### src/rtl/mips_pkg.sv
// Shared MIPS32 core constants: ALU opcodes, operand-B select encodings and
// the forwarding hit test used by the EX-side operand muxes.
package mips_pkg;

    localparam int DATA_W = 32;

    localparam logic [3:0] ALU_ADD  = 4'b0000;
    localparam logic [3:0] ALU_SUB  = 4'b1000;
    localparam logic [3:0] ALU_SLL  = 4'b0001;
    localparam logic [3:0] ALU_SLT  = 4'b0010;
    localparam logic [3:0] ALU_SLTU = 4'b0011;
    localparam logic [3:0] ALU_XOR  = 4'b0100;
    localparam logic [3:0] ALU_SRL  = 4'b0101;
    localparam logic [3:0] ALU_SRA  = 4'b1101;
    localparam logic [3:0] ALU_OR   = 4'b0110;
    localparam logic [3:0] ALU_AND  = 4'b0111;

    localparam logic [1:0] B_SEL_RT    = 2'b00;
    localparam logic [1:0] B_SEL_IMM   = 2'b01;
    localparam logic [1:0] B_SEL_SHAMT = 2'b10;
    localparam logic [1:0] B_SEL_RS    = 2'b11;

    localparam logic [4:0] REG_ZERO = 5'd0;

    // $0 is hardwired to zero, so a write to it never produces a forward.
    function automatic logic fwd_hit(input logic wr, input logic [4:0] dst, input logic [4:0] src);
        return wr && (dst == src) && (dst != REG_ZERO);
    endfunction

endpackage

### src/rtl/id_ex_operand_stage_if.sv
// Decode-to-EX bundle: decoded operands/control from ID, load-use hold back to ID.
interface id_ex_operand_stage_if;
    import mips_pkg::*;

    logic              valid;
    logic [4:0]        rs_addr;
    logic [4:0]        rt_addr;
    logic              uses_rt;
    logic [DATA_W-1:0] rs_data;
    logic [DATA_W-1:0] rt_data;
    logic [DATA_W-1:0] imm;
    logic [4:0]        shamt;
    logic              a_sel;
    logic [1:0]        b_sel;
    logic [3:0]        alu_op;
    logic [4:0]        rd_addr;
    logic              reg_write;
    logic              mem_read;
    logic              mem_write;
    logic              load_use_stall;

    modport master (
        output valid, rs_addr, rt_addr, uses_rt, rs_data, rt_data, imm, shamt,
               a_sel, b_sel, alu_op, rd_addr, reg_write, mem_read, mem_write,
        input  load_use_stall
    );

    modport slave (
        input  valid, rs_addr, rt_addr, uses_rt, rs_data, rt_data, imm, shamt,
               a_sel, b_sel, alu_op, rd_addr, reg_write, mem_read, mem_write,
        output load_use_stall
    );

endinterface

### src/rtl/id_ex_operand_stage_fwd_mux.sv
// One source operand's bypass: EX/MEM beats MEM/WB beats the registered value.
module fwd_mux
    import mips_pkg::*;
(
    input  logic [DATA_W-1:0] reg_data,
    input  logic [4:0]        src_addr,
    input  logic              exm_reg_write,
    input  logic [4:0]        exm_rd_addr,
    input  logic [DATA_W-1:0] exm_result,
    input  logic              mwb_reg_write,
    input  logic [4:0]        mwb_rd_addr,
    input  logic [DATA_W-1:0] mwb_result,
    output logic [DATA_W-1:0] fwd_data
);

    always_comb begin
        fwd_data = reg_data;
        if (fwd_hit(exm_reg_write, exm_rd_addr, src_addr))
            fwd_data = exm_result;
        else if (fwd_hit(mwb_reg_write, mwb_rd_addr, src_addr))
            fwd_data = mwb_result;
    end

endmodule

### src/rtl/id_ex_operand_stage.sv
// ID/EX pipeline register with EX-side operand forwarding, ALU operand selection
// and load-use hazard detection / bubble insertion.
module id_ex_operand_stage
    import mips_pkg::*;
#(
    parameter int CNT_W = 16
) (
    input  logic                   clk,
    input  logic                   rst_n,
    input  logic                   stall,
    input  logic                   flush,
    id_ex_operand_stage_if.slave   id,
    input  logic                   exm_reg_write,
    input  logic [4:0]             exm_rd_addr,
    input  logic [DATA_W-1:0]      exm_result,
    input  logic                   mwb_reg_write,
    input  logic [4:0]             mwb_rd_addr,
    input  logic [DATA_W-1:0]      mwb_result,
    output logic                   ex_valid,
    output logic [DATA_W-1:0]      alu_a,
    output logic [DATA_W-1:0]      alu_b,
    output logic [3:0]             alu_op,
    output logic [DATA_W-1:0]      ex_store_data,
    output logic [4:0]             ex_rd_addr,
    output logic                   ex_reg_write,
    output logic                   ex_mem_read,
    output logic                   ex_mem_write,
    output logic [CNT_W-1:0]       bubble_count
);

    logic              vld_p1;
    logic [4:0]        rs_addr_p1, rt_addr_p1, rd_addr_p1, shamt_p1;
    logic [DATA_W-1:0] rs_data_p1, rt_data_p1, imm_p1;
    logic              a_sel_p1;
    logic [1:0]        b_sel_p1;
    logic [3:0]        alu_op_p1;
    logic              reg_write_p1, mem_read_p1, mem_write_p1;
    logic [CNT_W-1:0]  bubble_cnt;
    logic              load_use;
    logic [DATA_W-1:0] rs_fwd, rt_fwd;

    function automatic logic [CNT_W-1:0] sat_inc(input logic [CNT_W-1:0] v);
        return (&v) ? v : v + {{(CNT_W-1){1'b0}}, 1'b1};
    endfunction

    assign load_use = id.valid && vld_p1 && mem_read_p1 && (rd_addr_p1 != REG_ZERO) &&
                      ((rd_addr_p1 == id.rs_addr) || (id.uses_rt && (rd_addr_p1 == id.rt_addr)));
    assign id.load_use_stall = load_use;

    // ---- ID -> EX register (stage p1) ----
    always_ff @(posedge clk or negedge rst_n) begin
        if (!rst_n) begin
            vld_p1       <= 1'b0;
            rs_addr_p1   <= '0;
            rt_addr_p1   <= '0;
            rd_addr_p1   <= '0;
            shamt_p1     <= '0;
            rs_data_p1   <= '0;
            rt_data_p1   <= '0;
            imm_p1       <= '0;
            a_sel_p1     <= 1'b0;
            b_sel_p1     <= '0;
            alu_op_p1    <= '0;
            reg_write_p1 <= 1'b0;
            mem_read_p1  <= 1'b0;
            mem_write_p1 <= 1'b0;
            bubble_cnt   <= '0;
        end else if (flush) begin
            vld_p1       <= 1'b0;
            reg_write_p1 <= 1'b0;
            mem_read_p1  <= 1'b0;
            mem_write_p1 <= 1'b0;
        end else if (!stall) begin
            if (load_use) begin
                vld_p1       <= 1'b0;
                reg_write_p1 <= 1'b0;
                mem_read_p1  <= 1'b0;
                mem_write_p1 <= 1'b0;
                bubble_cnt   <= sat_inc(bubble_cnt);
            end else begin
                vld_p1       <= id.valid;
                rs_addr_p1   <= id.rs_addr;
                rt_addr_p1   <= id.rt_addr;
                rd_addr_p1   <= id.rd_addr;
                shamt_p1     <= id.shamt;
                rs_data_p1   <= id.rs_data;
                rt_data_p1   <= id.rt_data;
                imm_p1       <= id.imm;
                a_sel_p1     <= id.a_sel;
                b_sel_p1     <= id.b_sel;
                alu_op_p1    <= id.alu_op;
                reg_write_p1 <= id.reg_write;
                mem_read_p1  <= id.mem_read;
                mem_write_p1 <= id.mem_write;
            end
        end
    end

    // ---- EX operand forwarding and selection (combinational after p1) ----
    fwd_mux u_fwd_rs (
        .reg_data      (rs_data_p1),
        .src_addr      (rs_addr_p1),
        .exm_reg_write (exm_reg_write),
        .exm_rd_addr   (exm_rd_addr),
        .exm_result    (exm_result),
        .mwb_reg_write (mwb_reg_write),
        .mwb_rd_addr   (mwb_rd_addr),
        .mwb_result    (mwb_result),
        .fwd_data      (rs_fwd)
    );

    fwd_mux u_fwd_rt (
        .reg_data      (rt_data_p1),
        .src_addr      (rt_addr_p1),
        .exm_reg_write (exm_reg_write),
        .exm_rd_addr   (exm_rd_addr),
        .exm_result    (exm_result),
        .mwb_reg_write (mwb_reg_write),
        .mwb_rd_addr   (mwb_rd_addr),
        .mwb_result    (mwb_result),
        .fwd_data      (rt_fwd)
    );

    always_comb begin
        alu_b = rs_fwd;
        case (b_sel_p1)
            B_SEL_RT:    alu_b = rt_fwd;
            B_SEL_IMM:   alu_b = imm_p1;
            B_SEL_SHAMT: alu_b = {{(DATA_W-5){1'b0}}, shamt_p1};
            default:     alu_b = rs_fwd;
        endcase
    end

    assign alu_a         = a_sel_p1 ? rt_fwd : rs_fwd;
    assign ex_store_data = rt_fwd;
    assign ex_valid      = vld_p1;
    assign alu_op        = alu_op_p1;
    assign ex_rd_addr    = rd_addr_p1;
    assign ex_reg_write  = reg_write_p1 & vld_p1;
    assign ex_mem_read   = mem_read_p1 & vld_p1;
    assign ex_mem_write  = mem_write_p1 & vld_p1;
    assign bubble_count  = bubble_cnt;

endmodule
### src/flat_wrapper.sv
// flat-port wrapper written by rule: the top's interface ports become plain ports
module id_ex_operand_stage_flat import mips_pkg::*;
#(
    parameter int CNT_W = 16
)
  (clk, rst_n, stall, flush, exm_reg_write, exm_rd_addr, exm_result, mwb_reg_write, mwb_rd_addr, mwb_result, ex_valid, alu_a, alu_b, alu_op, ex_store_data, ex_rd_addr, ex_reg_write, ex_mem_read, ex_mem_write, bubble_count, id_valid, id_rs_addr, id_rt_addr, id_uses_rt, id_rs_data, id_rt_data, id_imm, id_shamt, id_a_sel, id_b_sel, id_alu_op, id_rd_addr, id_reg_write, id_mem_read, id_mem_write, id_load_use_stall);
  id_ex_operand_stage_if id_i ();
  input  logic clk;
  input  logic rst_n;
  input  logic stall;
  input  logic flush;
  input  logic exm_reg_write;
  input  logic [4:0] exm_rd_addr;
  input  logic [DATA_W-1:0] exm_result;
  input  logic mwb_reg_write;
  input  logic [4:0] mwb_rd_addr;
  input  logic [DATA_W-1:0] mwb_result;
  output logic ex_valid;
  output logic [DATA_W-1:0] alu_a;
  output logic [DATA_W-1:0] alu_b;
  output logic [3:0] alu_op;
  output logic [DATA_W-1:0] ex_store_data;
  output logic [4:0] ex_rd_addr;
  output logic ex_reg_write;
  output logic ex_mem_read;
  output logic ex_mem_write;
  output logic [CNT_W-1:0] bubble_count;
  input wire logic [$bits(id_i.valid)-1:0] id_valid;
  input wire logic [$bits(id_i.rs_addr)-1:0] id_rs_addr;
  input wire logic [$bits(id_i.rt_addr)-1:0] id_rt_addr;
  input wire logic [$bits(id_i.uses_rt)-1:0] id_uses_rt;
  input wire logic [$bits(id_i.rs_data)-1:0] id_rs_data;
  input wire logic [$bits(id_i.rt_data)-1:0] id_rt_data;
  input wire logic [$bits(id_i.imm)-1:0] id_imm;
  input wire logic [$bits(id_i.shamt)-1:0] id_shamt;
  input wire logic [$bits(id_i.a_sel)-1:0] id_a_sel;
  input wire logic [$bits(id_i.b_sel)-1:0] id_b_sel;
  input wire logic [$bits(id_i.alu_op)-1:0] id_alu_op;
  input wire logic [$bits(id_i.rd_addr)-1:0] id_rd_addr;
  input wire logic [$bits(id_i.reg_write)-1:0] id_reg_write;
  input wire logic [$bits(id_i.mem_read)-1:0] id_mem_read;
  input wire logic [$bits(id_i.mem_write)-1:0] id_mem_write;
  output wire logic [$bits(id_i.load_use_stall)-1:0] id_load_use_stall;
  assign id_i.valid = id_valid;
  assign id_i.rs_addr = id_rs_addr;
  assign id_i.rt_addr = id_rt_addr;
  assign id_i.uses_rt = id_uses_rt;
  assign id_i.rs_data = id_rs_data;
  assign id_i.rt_data = id_rt_data;
  assign id_i.imm = id_imm;
  assign id_i.shamt = id_shamt;
  assign id_i.a_sel = id_a_sel;
  assign id_i.b_sel = id_b_sel;
  assign id_i.alu_op = id_alu_op;
  assign id_i.rd_addr = id_rd_addr;
  assign id_i.reg_write = id_reg_write;
  assign id_i.mem_read = id_mem_read;
  assign id_i.mem_write = id_mem_write;
  assign id_load_use_stall = id_i.load_use_stall;
  id_ex_operand_stage #(.CNT_W(CNT_W)) u_core (.clk(clk), .rst_n(rst_n), .stall(stall), .flush(flush), .id(id_i), .exm_reg_write(exm_reg_write), .exm_rd_addr(exm_rd_addr), .exm_result(exm_result), .mwb_reg_write(mwb_reg_write), .mwb_rd_addr(mwb_rd_addr), .mwb_result(mwb_result), .ex_valid(ex_valid), .alu_a(alu_a), .alu_b(alu_b), .alu_op(alu_op), .ex_store_data(ex_store_data), .ex_rd_addr(ex_rd_addr), .ex_reg_write(ex_reg_write), .ex_mem_read(ex_mem_read), .ex_mem_write(ex_mem_write), .bubble_count(bubble_count));
endmodule
### config.mk
export PLATFORM = sky130hd
export DESIGN_NAME = id_ex_operand_stage_flat
export DESIGN_NICKNAME = d
export VERILOG_FILES = /design/src/rtl/mips_pkg.sv /design/src/rtl/id_ex_operand_stage_if.sv /design/src/rtl/id_ex_operand_stage_fwd_mux.sv /design/src/rtl/id_ex_operand_stage.sv /design/src/flat_wrapper.sv
export SDC_FILE = /design/constraint.sdc
export NUM_CORES = 1
export LEC_CHECK = 0
export CORE_MARGIN = 2
export CORE_UTILIZATION = 30
export CTS_BUF_LIST = sky130_fd_sc_hd__clkbuf_8 sky130_fd_sc_hd__clkbuf_16
export DETAILED_ROUTE_END_ITERATION = 10
export PLACE_DENSITY = 0.66
export REMOVE_ABC_BUFFERS = 1
export SLEW_MARGIN = 20
export SYNTH_ARGS = -nofsm -noshare
export SYNTH_HDL_FRONTEND = slang
export SYNTH_HIERARCHICAL = 1
export SYNTH_SLANG_ARGS = --single-unit
### constraint.sdc
create_clock -name clk -period 2.1 [get_ports clk]
set_input_delay 0.21 -clock clk [delete_from_list [all_inputs] [get_ports clk]]
set_output_delay 0.21 -clock clk [all_outputs]
set_load 0.02 [all_outputs]
==> metrics.txt <==
Die Y=188.4 um; DRT Wirelength=between 40000 and 50000 um; routability cong.=0.8945; busiest layer in global routing=met2; Period Utilization, post-route=143.3%; area leader, netlist=dfrtp_1; status=finished, violations left; die area=about 35000 um^2; max-slew violation count=0; fraction of layout instances using a drive strength above 1=54.31%; post-DR wirelength/cell=24.47 um; worst vdd ir=0.5816 mV; RSZ-0062 raised after global routing=yes; Mapped Area=just over 10000 um^2; crit path cell chain=or4_4 -> a21oi_4 -> or3_4 -> buf_12 -> a31oi_4 -> mux4_2 -> buf_6; Setup WS pre-CTS=-1.295 ns; fin cells=1841; Hold WS=0.3267 ns; Reg2Reg Depth=7; Antenna Violating Nets Remaining=0; worst setup margin=-0.9100 ns; first-pass GRT wire length=64470 um; Starting Density=30.42%; clock-pin slew on the worst setup and hold paths=0.07 ns; drt first-iter violations=637; HPWL after detailed placement=28660 um; Hold Path Class=primary input to asynchronous set/reset pin; DR vias/cell=5.470; Crit Path Class=flop to primary output; fmax=0.3322 GHz; I/O pins=about 330; reg-to-reg slack, setup=-0.20 ns; failing checks=setup timing; Pleak=7.558 nW; antenna violations before repair=3; Buf+Inv Stages, Crit Path=2; PwrDens=716.4 nW/um^2; Post-synth EDFFs=0; Hold Vio Cnt, Final=0; top-count cell post-synth=dfrtp_1; worst-case clock buffer depth=2; final setup fails=211; Rows=67; Most used DFF post-synth=dfrtp_1; GRT Util Overall=24.12%; Crit-path slowest cell=or4_4; clk_lat worst skew=~0.44 ns; ys async rst share=100.0%; Sink Count=approximately 140; Reg-to-Reg Start=u_core/ex_rd_addr[2]; met1 Resource Use GR=30.23%; GR Util met3=7.692%; CP Launch Type=flop; post-synth cell types=49; post-synthesis register bit count=143; Worst EP arrival=~2.8 ns; Synth top area share=35.08%; Vias=around 10000; Root Buffer=clkbuf_16; htree depth=4; GRT overflow=0; CTS tree=yes; Remaining DRCs=0; worst reg2reg endpoint=u_core/rt_data_p1[8]; crit-path max FO=6; sequential fraction of the synthesis area=between 30% and 40%; drt first pass iters=4; Critical Path RT=1.89 ns; Pwr Total=between 10 and 15 mW; M2 GR Usage=39.24%; core area=approximately 34000 um^2; post-synthesis cell count=871; P&R area growth vs syn=81.76%; Slew @ Worst Pin=0.6371 ns; Ys Warns=6; CP endpoint kind=primary output; Mean Syn Cell Area=11.71 um^2; Post-synth top cells=143 x dfrtp_1, 86 x mux2_2, 70 x mux2_4; port buffer count=between 300 and 400; dpl cells=about 1700; Die W=188.4 um; nets=between 1500 and 2000; Largest delay share family, worst path=simple AND/OR/NAND/NOR gates; synth top area cells=dfrtp_1 35%, mux2_4 10%, mux2_2 9.5%, a31oi_2 7.1%, or4b_1 5.3%; vias in the first global route=10428; CTS Buf Count=17; Crit path largest cell delay=0.57 ns; Max-Cap Viols=0; Clock Skew=0.009823 ns; Rel. slew slack=57.52%; minimum clock period=3.010 ns; largest net degree at the start of global routing=59
## worst max-delay path by stage
stage / start / endpoint / slack, ns / depth (start not counted)
after floorplan: u_core/ex_rd_addr[1] / u_core/a_sel_p1 / -3.66 / 5
after global placement: mwb_rd_addr[2] / alu_b[31] / -1.22 / 9
after detailed placement: mwb_rd_addr[2] / alu_b[31] / -1.30 / 9
after CTS: u_core/rt_addr_p1[3] / alu_b[30] / -0.92 / 10
after global routing: u_core/rt_addr_p1[3] / alu_b[26] / -0.97 / 10
final: u_core/rt_addr_p1[0] / alu_b[2] / -0.91 / 7
## registers in the layout (all words and copies together) (netlist names)
name,cells
u_core/imm_p1,32
u_core/rs_addr_p1,5
u_core/ex_valid,1
u_core/shamt_p1,5
u_core/ex_rd_addr,5
u_core/reg_write_p1,1
u_core/alu_op,4
u_core/rt_addr_p1,5
u_core/a_sel_p1,1
u_core/bubble_count,16
u_core/rt_data_p1,32
u_core/b_sel_p1,2
u_core/mem_write_p1,1
u_core/mem_read_p1,1
u_core/rs_data_p1,32
## power breakdown
part / leakage (nW) / internal [mW] / switching, mW
sequential: 1.71 / 3.12 / 0.290
clock: 0.268 / 1.78 / 1.36
combinational: 5.58 / 3.60 / 3.14
total: 7.56 / 8.49 / 4.79
## final cells by class
type                       count  area [um^2]
sequential                   143         3588
antenna                        1        2.502
timing repair buffer         584         6387
clock inverter                13        140.1
multi-input combinational    632         7413
inverter                       2        7.507
tap                          448        560.5
clock buffer                  18        439.2
fill                        2693        14990
## metal layers
metal / routed length [um] / share of wire [%]
met3: 3480 / 7.7
met5: 25 / 0.056
met2: 21600 / 48
met1: 18720 / 42
met4: 1216 / 2.7
## logic make-up (layout without fill, tap and decap cells)
| group | Yosys count | count (layout) | synth area share (%) |
|---|---|---|---|
| AOI/OAI and AO/OA | 169 | 169 | 15.10 |
| muxes | 188 | 188 | 23.55 |
| xor gates and xnor gates | 41 | 41 | 3.521 |
| adders and majority gates | 1 | 1 | 0.1226 |
| and+or+nand+nor | 233 | 233 | 15.75 |
| other | 0 | 1 | 0 |
| DFF | 143 | 143 | 35.08 |
| buffers and inverters | 96 | 617 | 6.870 |
## stage by stage
stage,setup TNS [ns],utilization [%],cell area [um^2]
floorplan,-573.75,-,9507
global placement,-142.13,44.90,15060
detailed placement,-148.63,44.90,15060
CTS,-94.18,51.70,17340
global route,-100.59,55.29,18540
finish,-90.58,55.29,18540
## cell usage in the layout, fill, tap and decap left out, types with 11 or more instances in the layout
cell	instances
xnor2_2	11
nor4_2	20
mux2i_1	27
or4b_1	18
buf_4	138
a31oi_2	20
o21ai_1	25
clkbuf_16	23
mux2_4	152
buf_8	13
or4b_4	43
buf_12	46
clkdlybuf4s50_1	233
nand2_1	33
nor4_1	40
dfrtp_1	135
o31ai_1	42
xor2_1	22
buf_6	137
o31ai_2	17
a31oi_4	44
## what timing repair did
action | in CTS | in global routing
setup endpoints to repair | 215 | 230
cloned | 11 | 6
hold buffers | 1 | 0
gates resized for setup | 782 | 219
pin swaps | 71 | 67
setup buffers | 42 | 36
endpoints found under the hold margin | 53 | 0
(Power assumes the default switching activity.)
